[src/rtl/vanilla_dual_issue_buffer_pkg.sv]
// Shared types for the vanilla dual-issue instruction buffer: instruction layout,
// opcode constants and the per-instruction issue summary produced by the classifier.
package vanilla_dual_issue_buffer_pkg;

    typedef struct packed {
        logic [6:0] funct7;
        logic [4:0] rs2;
        logic [4:0] rs1;
        logic [2:0] funct3;
        logic [4:0] rd;
        logic [6:0] op;
    } instruction_s;

    localparam logic [6:0] op_load_c     = 7'b0000011;
    localparam logic [6:0] op_load_fp_c  = 7'b0000111;
    localparam logic [6:0] op_op_imm_c   = 7'b0010011;
    localparam logic [6:0] op_auipc_c    = 7'b0010111;
    localparam logic [6:0] op_store_c    = 7'b0100011;
    localparam logic [6:0] op_store_fp_c = 7'b0100111;
    localparam logic [6:0] op_op_c       = 7'b0110011;
    localparam logic [6:0] op_lui_c      = 7'b0110111;
    localparam logic [6:0] op_fmadd_c    = 7'b1000011;
    localparam logic [6:0] op_fmsub_c    = 7'b1000111;
    localparam logic [6:0] op_fnmsub_c   = 7'b1001011;
    localparam logic [6:0] op_fnmadd_c   = 7'b1001111;
    localparam logic [6:0] op_op_fp_c    = 7'b1010011;
    localparam logic [6:0] op_branch_c   = 7'b1100011;
    localparam logic [6:0] op_jalr_c     = 7'b1100111;
    localparam logic [6:0] op_jal_c      = 7'b1101111;

    // OP-FP funct7 values (single precision) that move data across register files
    localparam logic [6:0] f7_fmv_x_w_c  = 7'b1110000;
    localparam logic [6:0] f7_fcvt_w_s_c = 7'b1100000;
    localparam logic [6:0] f7_fcmp_c     = 7'b1010000;
    localparam logic [6:0] f7_fmv_w_x_c  = 7'b1111000;
    localparam logic [6:0] f7_fcvt_s_w_c = 7'b1101000;
    localparam logic [6:0] f7_fsqrt_c    = 7'b0101100;

    typedef enum logic {e_issue_int, e_issue_fp} issue_class_e;

    typedef struct packed {
        issue_class_e cls;
        logic         is_branch_or_jump;
        logic         rd_int_w;
        logic         rd_fp_w;
        logic         rs1_fp_r;
        logic         rs2_fp_r;
        logic         rs3_fp_r;
        logic         rs1_int_r;
        logic         rs2_int_r;
        logic [4:0]   rd;
        logic [4:0]   rs1;
        logic [4:0]   rs2;
        logic [4:0]   rs3;
    } issue_info_s;

    function automatic int safe_clog2(input int x);
        return (x <= 1) ? 1 : $clog2(x);
    endfunction

endpackage

[src/rtl/vanilla_dual_issue_buffer_if.sv]
// Fetch/issue handshake bundle for the dual-issue buffer; slave is the buffer,
// master is the fetch/decode side.
interface vanilla_dual_issue_buffer_if #(parameter int stat_width_p = 32);
    import vanilla_dual_issue_buffer_pkg::*;

    logic                    v_i;
    instruction_s            instr_i;
    logic                    ready_o;
    logic                    flush_i;
    logic                    int_v_o;
    instruction_s            int_instr_o;
    logic                    fp_v_o;
    instruction_s            fp_instr_o;
    logic                    fp_older_o;
    logic                    yumi_i;
    logic [stat_width_p-1:0] dual_count_o;
    logic [stat_width_p-1:0] single_count_o;

    modport slave (
        input  v_i, instr_i, flush_i, yumi_i,
        output ready_o, int_v_o, int_instr_o, fp_v_o, fp_instr_o, fp_older_o,
               dual_count_o, single_count_o
    );

    modport master (
        output v_i, instr_i, flush_i, yumi_i,
        input  ready_o, int_v_o, int_instr_o, fp_v_o, fp_instr_o, fp_older_o,
               dual_count_o, single_count_o
    );

endinterface

[src/rtl/vanilla_dual_issue_buffer_classify.sv]
// Decodes one instruction into its issue class and the register-file accesses
// the pairing logic needs to spot intra-pair hazards.
module vanilla_issue_classify
    import vanilla_dual_issue_buffer_pkg::*;
(
    input  instruction_s instr_i,
    output issue_info_s  info_o
);

    always_comb begin
        info_o     = '0;
        info_o.cls = e_issue_int;
        info_o.rd  = instr_i.rd;
        info_o.rs1 = instr_i.rs1;
        info_o.rs2 = instr_i.rs2;
        info_o.rs3 = instr_i.funct7[6:2];

        case (instr_i.op)
            op_lui_c, op_auipc_c: info_o.rd_int_w = 1'b1;
            op_jal_c: begin
                info_o.rd_int_w          = 1'b1;
                info_o.is_branch_or_jump = 1'b1;
            end
            op_jalr_c: begin
                info_o.rd_int_w          = 1'b1;
                info_o.rs1_int_r         = 1'b1;
                info_o.is_branch_or_jump = 1'b1;
            end
            op_branch_c: begin
                info_o.rs1_int_r         = 1'b1;
                info_o.rs2_int_r         = 1'b1;
                info_o.is_branch_or_jump = 1'b1;
            end
            op_load_c, op_op_imm_c: begin
                info_o.rd_int_w  = 1'b1;
                info_o.rs1_int_r = 1'b1;
            end
            op_store_c: begin
                info_o.rs1_int_r = 1'b1;
                info_o.rs2_int_r = 1'b1;
            end
            op_op_c: begin
                info_o.rd_int_w  = 1'b1;
                info_o.rs1_int_r = 1'b1;
                info_o.rs2_int_r = 1'b1;
            end
            op_load_fp_c: begin
                info_o.rs1_int_r = 1'b1;
                info_o.rd_fp_w   = (instr_i.funct3 == 3'b010);
            end
            op_store_fp_c: begin
                info_o.rs1_int_r = 1'b1;
                info_o.rs2_fp_r  = (instr_i.funct3 == 3'b010);
            end
            op_fmadd_c, op_fmsub_c, op_fnmsub_c, op_fnmadd_c: begin
                info_o.cls      = e_issue_fp;
                info_o.rd_fp_w  = 1'b1;
                info_o.rs1_fp_r = 1'b1;
                info_o.rs2_fp_r = 1'b1;
                info_o.rs3_fp_r = 1'b1;
            end
            op_op_fp_c: begin
                info_o.cls = e_issue_fp;
                case (instr_i.funct7)
                    f7_fmv_x_w_c, f7_fcvt_w_s_c: begin
                        info_o.rd_int_w = 1'b1;
                        info_o.rs1_fp_r = 1'b1;
                    end
                    f7_fcmp_c: begin
                        info_o.rd_int_w = 1'b1;
                        info_o.rs1_fp_r = 1'b1;
                        info_o.rs2_fp_r = 1'b1;
                    end
                    f7_fmv_w_x_c, f7_fcvt_s_w_c: begin
                        info_o.rd_fp_w   = 1'b1;
                        info_o.rs1_int_r = 1'b1;
                    end
                    f7_fsqrt_c: begin
                        info_o.rd_fp_w  = 1'b1;
                        info_o.rs1_fp_r = 1'b1;
                    end
                    default: begin
                        info_o.rd_fp_w  = 1'b1;
                        info_o.rs1_fp_r = 1'b1;
                        info_o.rs2_fp_r = 1'b1;
                    end
                endcase
            end
            default: ;
        endcase

        // x0 is never a real dependency on the integer side
        info_o.rd_int_w  = info_o.rd_int_w  & (instr_i.rd  != 5'd0);
        info_o.rs1_int_r = info_o.rs1_int_r & (instr_i.rs1 != 5'd0);
        info_o.rs2_int_r = info_o.rs2_int_r & (instr_i.rs2 != 5'd0);
    end

endmodule

[src/rtl/vanilla_dual_issue_buffer.sv]
// Fetch-to-decode instruction buffer that issues one instruction, or an int/fp pair.
// Define BSG_VANILLA_DUAL_ISSUE_STATS_EN to build the single/dual issue counters.
module vanilla_dual_issue_buffer
    import vanilla_dual_issue_buffer_pkg::*;
#(
    parameter int els_p        = 4,
    parameter int stat_width_p = 32
) (
    input logic                         clk_i,
    input logic                         reset_i,
    vanilla_dual_issue_buffer_if.slave  bus
);

    localparam int ptr_w_lp = safe_clog2(els_p);
    localparam int cnt_w_lp = $clog2(els_p + 1);
    localparam logic [ptr_w_lp-1:0] last_ptr_lp = ptr_w_lp'(els_p - 1);
    localparam logic [cnt_w_lp-1:0] full_cnt_lp = cnt_w_lp'(els_p);

    instruction_s          mem_r [els_p];
    logic [ptr_w_lp-1:0]   wr_ptr_r, rd_ptr_r, rd_ptr_p1, rd_ptr_p2;
    logic [cnt_w_lp-1:0]   count_r;
    instruction_s          h_instr, n_instr;
    issue_info_s           h_info, n_info, i_info, f_info;
    logic                  fp_is_h, hazard, dual, has_one, has_two;
    logic                  ready, enq, consume;
    logic                  haz_flw, haz_fsw, haz_xrd, haz_war;
    logic [1:0]            deq_n;

    function automatic logic [ptr_w_lp-1:0] ptr_inc(input logic [ptr_w_lp-1:0] p);
        return (p == last_ptr_lp) ? '0 : p + 1'b1;
    endfunction

    assign rd_ptr_p1 = ptr_inc(rd_ptr_r);
    assign rd_ptr_p2 = ptr_inc(rd_ptr_p1);
    assign h_instr   = mem_r[rd_ptr_r];
    assign n_instr   = mem_r[rd_ptr_p1];

    vanilla_issue_classify classify_h (.instr_i(h_instr), .info_o(h_info));
    vanilla_issue_classify classify_n (.instr_i(n_instr), .info_o(n_info));

    // Hazard terms are evaluated on the int/fp view of the pair, whichever is older
    assign fp_is_h = (h_info.cls == e_issue_fp);
    assign i_info  = fp_is_h ? n_info : h_info;
    assign f_info  = fp_is_h ? h_info : n_info;

    assign haz_flw = i_info.rd_fp_w
                   & ((f_info.rs1_fp_r & (f_info.rs1 == i_info.rd))
                    | (f_info.rs2_fp_r & (f_info.rs2 == i_info.rd))
                    | (f_info.rs3_fp_r & (f_info.rs3 == i_info.rd))
                    | (f_info.rd_fp_w  & (f_info.rd  == i_info.rd)));
    assign haz_fsw = f_info.rd_fp_w & i_info.rs2_fp_r & (i_info.rs2 == f_info.rd);
    assign haz_xrd = f_info.rd_int_w
                   & ((i_info.rs1_int_r & (i_info.rs1 == f_info.rd))
                    | (i_info.rs2_int_r & (i_info.rs2 == f_info.rd))
                    | (i_info.rd_int_w  & (i_info.rd  == f_info.rd)));
    assign haz_war = ~fp_is_h & f_info.rd_fp_w
                   & ((i_info.rs1_fp_r & (i_info.rs1 == f_info.rd))
                    | (i_info.rs2_fp_r & (i_info.rs2 == f_info.rd)));
    assign hazard  = haz_flw | haz_fsw | haz_xrd | haz_war;

    assign has_one = (count_r != '0);
    assign has_two = (count_r >= cnt_w_lp'(2));
    assign dual    = has_two & (h_info.cls != n_info.cls)
                   & ~n_info.is_branch_or_jump & ~hazard;

    assign bus.int_v_o     = has_one & (dual | ~fp_is_h);
    assign bus.fp_v_o      = has_one & (dual | fp_is_h);
    assign bus.fp_older_o  = dual & fp_is_h;
    assign bus.int_instr_o = (dual & fp_is_h)  ? n_instr : h_instr;
    assign bus.fp_instr_o  = (dual & ~fp_is_h) ? n_instr : h_instr;

    assign ready       = (count_r != full_cnt_lp);
    assign bus.ready_o = ready;
    assign enq         = bus.v_i & ready & ~bus.flush_i;
    assign consume     = bus.yumi_i & has_one;
    assign deq_n       = ~consume ? 2'd0 : (dual ? 2'd2 : 2'd1);

    always_ff @(posedge clk_i) begin
        if (enq) begin
            mem_r[wr_ptr_r] <= bus.instr_i;
        end
    end

    always_ff @(posedge clk_i or posedge reset_i) begin
        if (reset_i) begin
            wr_ptr_r <= '0;
            rd_ptr_r <= '0;
            count_r  <= '0;
        end else if (bus.flush_i) begin
            rd_ptr_r <= wr_ptr_r;
            count_r  <= '0;
        end else begin
            if (enq) begin
                wr_ptr_r <= ptr_inc(wr_ptr_r);
            end
            case (deq_n)
                2'd1:    rd_ptr_r <= rd_ptr_p1;
                2'd2:    rd_ptr_r <= rd_ptr_p2;
                default: rd_ptr_r <= rd_ptr_r;
            endcase
            count_r <= count_r + cnt_w_lp'(enq) - cnt_w_lp'(deq_n);
        end
    end

`ifdef BSG_VANILLA_DUAL_ISSUE_STATS_EN
    logic [stat_width_p-1:0] dual_cnt_r, single_cnt_r;

    // Consumption is counted even in a flush cycle; saturate instead of wrapping
    always_ff @(posedge clk_i or posedge reset_i) begin
        if (reset_i) begin
            dual_cnt_r   <= '0;
            single_cnt_r <= '0;
        end else if (consume) begin
            if (dual && !(&dual_cnt_r)) begin
                dual_cnt_r <= dual_cnt_r + 1'b1;
            end
            if (!dual && !(&single_cnt_r)) begin
                single_cnt_r <= single_cnt_r + 1'b1;
            end
        end
    end

    assign bus.dual_count_o   = dual_cnt_r;
    assign bus.single_count_o = single_cnt_r;
`else
    assign bus.dual_count_o   = '0;
    assign bus.single_count_o = '0;
`endif

`ifndef SYNTHESIS
    yumi_needs_valid: assert property (@(posedge clk_i) disable iff (reset_i)
        bus.yumi_i |-> (bus.int_v_o | bus.fp_v_o))
        else $error("yumi_i asserted with no valid issue slot");
`endif

endmodule

[src/flat_wrapper.sv]
// flat-port wrapper written by rule: the top's interface ports become plain ports
module vanilla_dual_issue_buffer_flat import vanilla_dual_issue_buffer_pkg::*;
#(
    parameter int els_p        = 4,
    parameter int stat_width_p = 32
)
  (clk_i, reset_i, bus_v_i, bus_instr_i, bus_flush_i, bus_yumi_i, bus_ready_o, bus_int_v_o, bus_int_instr_o, bus_fp_v_o, bus_fp_instr_o, bus_fp_older_o, bus_dual_count_o, bus_single_count_o);
  vanilla_dual_issue_buffer_if #(.stat_width_p(stat_width_p)) bus_i ();
  input logic clk_i;
  input logic reset_i;
  input wire logic [$bits(bus_i.v_i)-1:0] bus_v_i;
  input wire logic [$bits(bus_i.instr_i)-1:0] bus_instr_i;
  input wire logic [$bits(bus_i.flush_i)-1:0] bus_flush_i;
  input wire logic [$bits(bus_i.yumi_i)-1:0] bus_yumi_i;
  output wire logic [$bits(bus_i.ready_o)-1:0] bus_ready_o;
  output wire logic [$bits(bus_i.int_v_o)-1:0] bus_int_v_o;
  output wire logic [$bits(bus_i.int_instr_o)-1:0] bus_int_instr_o;
  output wire logic [$bits(bus_i.fp_v_o)-1:0] bus_fp_v_o;
  output wire logic [$bits(bus_i.fp_instr_o)-1:0] bus_fp_instr_o;
  output wire logic [$bits(bus_i.fp_older_o)-1:0] bus_fp_older_o;
  output wire logic [$bits(bus_i.dual_count_o)-1:0] bus_dual_count_o;
  output wire logic [$bits(bus_i.single_count_o)-1:0] bus_single_count_o;
  assign bus_i.v_i = bus_v_i;
  assign bus_i.instr_i = bus_instr_i;
  assign bus_i.flush_i = bus_flush_i;
  assign bus_i.yumi_i = bus_yumi_i;
  assign bus_ready_o = bus_i.ready_o;
  assign bus_int_v_o = bus_i.int_v_o;
  assign bus_int_instr_o = bus_i.int_instr_o;
  assign bus_fp_v_o = bus_i.fp_v_o;
  assign bus_fp_instr_o = bus_i.fp_instr_o;
  assign bus_fp_older_o = bus_i.fp_older_o;
  assign bus_dual_count_o = bus_i.dual_count_o;
  assign bus_single_count_o = bus_i.single_count_o;
  vanilla_dual_issue_buffer #(.els_p(els_p), .stat_width_p(stat_width_p)) u_core (.clk_i(clk_i), .reset_i(reset_i), .bus(bus_i));
endmodule
[config.mk]
export PLATFORM = sky130hd
export DESIGN_NAME = vanilla_dual_issue_buffer_flat
export DESIGN_NICKNAME = d
export VERILOG_FILES = /design/src/rtl/vanilla_dual_issue_buffer_pkg.sv /design/src/rtl/vanilla_dual_issue_buffer_if.sv /design/src/rtl/vanilla_dual_issue_buffer_classify.sv /design/src/rtl/vanilla_dual_issue_buffer.sv /design/src/flat_wrapper.sv
export SDC_FILE = /design/constraint.sdc
export NUM_CORES = 1
export LEC_CHECK = 0
export ABC_CLOCK_PERIOD_IN_PS = 4790
export CAP_MARGIN = 0
export CORE_UTILIZATION = 45
export CTS_CLUSTER_SIZE = 20
export DETAILED_ROUTE_END_ITERATION = 6
export GPL_TIMING_DRIVEN = 0
export PLACE_DENSITY = 0.73
export SETUP_SLACK_MARGIN = 0.15
export SKIP_LAST_GASP = 1
export SYNTH_ARGS = -nofsm -noshare
export SYNTH_HDL_FRONTEND = slang
export SYNTH_SLANG_ARGS = --single-unit
[constraint.sdc]
create_clock -name clk_i -period 4.79 [get_ports clk_i]
set_clock_uncertainty 0.15 [all_clocks]
set_input_delay 0.958 -clock clk_i [delete_from_list [all_inputs] [get_ports clk_i]]
set_output_delay 0.958 -clock clk_i [all_outputs]
set_load 0.05 [all_outputs]
==> results.txt <==
----------------------------------------------------
[Yosys]
  Sequential fraction of the synthesis area ... between 40 and 50%
  Synth Area in Adders ... under 10%
  Area fraction of the dominant cell type after synthesis ... 42.7%
  Compound-cell area share of the yosys netlist ... 7.25%
  Netlist area before placement ... 9000 um2
  Count of yosys warnings during synthesis ... 0
  Gate count of the mapped netlist ... between 600 and 700
  Combinational family with the most area after synthesis ... multiplexers
  Proportion of register bits with asynchronous set or reset after synthesis ... 5.19%
  Cell types with the largest area share after synthesis ... edfxtp_1 43%, mux4_2 14%, buf_4 5.5%
  Synthesized area divided by synthesized cell count ... approximately 13 um2
  Flip-flop cell with the highest count after synthesis ... edfxtp_1
  Count of distinct cell types in the synthesized netlist ... 78
  Number of enable flip-flop cells after synthesis ... around 130
  Xor/xnor share of the synthesized area ... under 10%
  Most area-hungry cell type in the Yosys netlist ... edfxtp_1
  Register bit count reported by yosys ... 135
  Share of cell area taken by muxes after synthesis ... 25.0%
  Simple logic cell fraction of the synthesized area ... approximately a tenth

[Power and ir drop]
  Worst voltage drop across the vdd grid ... 0.573 mV
  Power density of the placed cells ... 800 nW/um2
  Leakage dissipation ... between 4 and 5 nW

[Floorplan]
  Die width ... about 140 um
  Area inside the core boundary ... roughly 20000 um2
  Number of standard-cell rows in the floorplan ... 51
  Number of top-level pins ... 169
  Starting Density ... a little under half
  Height of the die ... approximately 140 um
  Die Area ... about 21000 um2

[Clock tree]
  Clock transition at the register clock pins on the worst setup and hold paths after CTS ... roughly 60 ps
  Hold buffer count at CTS ... 0
  CTS HTree Levels ... 4
  Maximum buffer depth of the clock tree ... 2
  Clock root buffer ... clkbuf_16
  Clock tree from TritonCTS ... built
  Sink count of the clock tree ... 135
  Skew-Pair Late Insertion Delay ... 430 ps
  Number of CTS-inserted buffers ... 17

[Timing]
  RSZ-0062 raised after global routing ... yes
  Min Tclk post-route ... ~5600 ps
  Fmax ... between 150 and 200 MHz
  Worst-case setup margin in the final layout ... -782 ps
  Number of endpoints with negative hold slack in the final report ... 0
  Worst rel slew slack ... between 60% and 70%
  Final Cycle Share ... 116%
  Number of max-slew violations in the final report ... 0
  Actual slew at the worst max-slew pin ... around 560 ps
  # setup viols final ... between 60 and 70

[Critical path]
  Cell seen most often among critical-path stages ... buf_12
  Crit start category ... flop
  Buffers and inverters on the worst path ... 6
  Critical path arrival ... around 4500 ps
  Critical path type ... reg -> out
  Startpoint of the worst register-to-register path ... u_core.rd_ptr_r[0]
  Largest fanout of any net on the critical path ... 9
  Worst flop-to-flop path endpoint ... u_core.count_r[2]
  Family of cells with the greatest summed delay on the critical path ... buffers and inverters
  Slowest CP cell ... mux4_2
  CP peak stage delay ... slightly above 600 ps
  Flop2flop setup slack ... -30 ps
  Type of destination of the critical path ... primary output
  Required time of the critical path ... between 3000 and 4000 ps
  Path depth of the worst reg2reg path ... 22
  Ordered cell list for the critical path ... buf_12 -> mux4_2 -> or2_4 -> a21o_1 -> buf_2 -> nor4_2 -> a31o_2 -> o221ai_1 -> a41o_1 -> buf_4 -> nand4_4 -> buf_12 -> clkbuf_16 -> mux2_2 -> buf_6

[Placed design]
  Port-buffer cells ... between 100 and 150
  Detail Placement HPWL ... 18300 um
  Placed instance count ... 1105
  Routability congestion estimate ... approximately 0.93
  Total placed instance area ... roughly 11000 um2

[Finish]
  Layout Area Growth over Synthesis ... 36.8%
  Post-route standard cell area excluding fillers ... between 10000 and 15000 um2
  Share of layout cells above drive strength 1 ... a little under half
  Diode count ... 0
  Cell Count, Final, Fillers Out ... 1189
  Number of nets at the end of the flow ... around 960

[GRT]
  Via count of the first global-routing pass ... roughly 6.7k
  Global-route wire length before repair ... just under 40000 um
  Number of antenna violations at the first check in global routing ... 0
  Pin count of the biggest net entering global routing ... 18
  Overall fraction of global-route tracks in use ... about a quarter
  Final global-route overflow total ... 0

[Drt]
  Routed Antenna Nets ... 0
  Iter 0 DRT Violations ... between 800 and 900
  Total via count in the routed design ... ~7k
  Wire length reported by the detailed router ... ~28000 um
  Post-DR vias/cell ... just under 6
  Number of search-and-repair iterations in the first detailed-routing pass ... 7
  Average detailed-routed wire length per instance ... between 20 and 25 um
  Detailed-route DRC error count ... 0

[Min path]
  Hold-critical path depth ... 2
  Sink of the worst hold path ... u_core.rd_ptr_r[1]
  Type of the worst min-delay path ... reg -> reg
  Hold path startpoint ... u_core.wr_ptr_r[1]

[Status]
  Failing checks ... setup timing
  Outcome ... complete, but fails checks

[Run]
  Max-capacitance violation count ... 0

----------------------------------------------------
-- power breakdown --
group	total (W)	internal, W	switching, W
Combinational	0.00708	0.00292	0.00416
Sequential	0.00153	0.00144	0.0000900
Clock	0.00124	0.000752	0.000485
-- cells by family after synthesis --
kind of cell             after synthesis
other                                  1
adder cells (fa/ha/maj)                9
buffers and inverters                116
flip-flops                           135
AO/OA/AOI/OAI                         86
multiplexers                         141
XOR/XNOR                              32
AND/OR/NAND/NOR                      149
-- per-layer routing --
layer | share of wire, % | track usage [%]
met1 | 39 | 34.7
met5 | 0 | 0
met4 | 4.4 | 12.2
met3 | 9.8 | 5.13
met2 | 47 | 42.6
-- sequential cells by signal (all words and copies together), names as in the netlist --
register	flops
u_core.wr_ptr_r	2
u_core.rd_ptr_r	2
u_core.count_r	3
u_core.mem_r	128
-- Yosys cell counts, drive strengths merged (11+ instances only) --
master / instances
mux2: 63
xor2: 12
xnor2: 20
edfxtp: 128
inv: 13
nor2: 25
a21oi: 14
buf: 91
nor3: 20
mux2i: 23
nand2b: 12
mux4: 55
nand2: 15
clkbuf: 12
o21ai: 11
-- worst register-to-register path: stages, from the launching register on --
cell and delay [ps]:
dfrtp_2 470, clkbuf_16 190, clkbuf_16 140, mux4_2 560
clkbuf_1 280, nor2b_1 260, and4b_1 300, nand3_1 110
nor3_1 230, o211a_1 220, a211oi_4 40, buf_6 150
buf_4 150, and3_4 190, nor2_1 90, ha_1 230
inv_1 60, ha_1 130, inv_1 50, fa_2 330
xor2_1 180, xnor2_1 130, nor2_1 50
-- cell type report --
class,instances,area [um2]
clock inverter,12,110
multi-input combinational,481,4820
fill,1467,7220
clock buffer,20,437
tap,265,332
buffer,103,915
inverter,13,48.8
timing repair buffer,160,1630
sequential,135,4020
-- worst max-delay path by stage --
stage               slack, ps  depth (start not counted)          startpoint                  end
floorplan                  60                         11  u_core.rd_ptr_r[0]    bus_fp_instr_o[2]
global placement        -1610                         14  u_core.rd_ptr_r[0]  bus_int_instr_o[19]
detailed placement      -1630                         14  u_core.rd_ptr_r[0]   bus_fp_instr_o[25]
CTS                      -670                         19  u_core.rd_ptr_r[0]  bus_int_instr_o[22]
global route             -850                         15  u_core.rd_ptr_r[0]  bus_int_instr_o[22]
finish                   -780                         15  u_core.rd_ptr_r[0]  bus_int_instr_o[19]
-- cell usage in the layout, fill, tap and decap left out, types with 8 or more instances in the layout --
cell and instances:
clkdlybuf4s50_1 37, conb_1 64, buf_4 119, xnor2_1 20
nand2b_1 12, nor2_1 23, mux2i_1 10, buf_6 41
clkbuf_16 23, buf_12 11, inv_1 13, edfxtp_1 128
nand3_1 8, clkbuf_4 8, mux2_4 41, a21oi_1 10
nor3_1 19, mux4_2 55, nand2_1 15, mux2i_2 8
xor2_1 12, buf_2 23, mux2_2 22
-- metrics by stage --
stage / setup TNS, ps / util [%] / hold slack (ps) / setup WS (ps) / power [W]
final: -44050 / 63.0 / 461 / -782 / 0.00984
after CTS: -40840 / 60.5 / 463 / -671 / 0.00920
after detailed placement: -104780 / 55.7 / 449 / -1630 / 0.00766
after global placement: -102860 / 55.1 / 432 / -1610 / 0.00758
after global routing: -49530 / 63.0 / 486 / -853 / 0.0102
after floorplan: 0 / - / 379 / 62.0 / 0.00601
-- timing repair --
| item | in CTS | in global routing |
|---|---|---|
| hold endpoints to repair | 0 | 0 |
| cloned | 1 | 6 |
| endpoints found under the setup margin | 70 | 69 |
| setup buffers | 34 | 11 |
| pin swaps | 8 | 10 |
| resized for setup | 392 | 148 |
(Power assumes the default switching activity.)
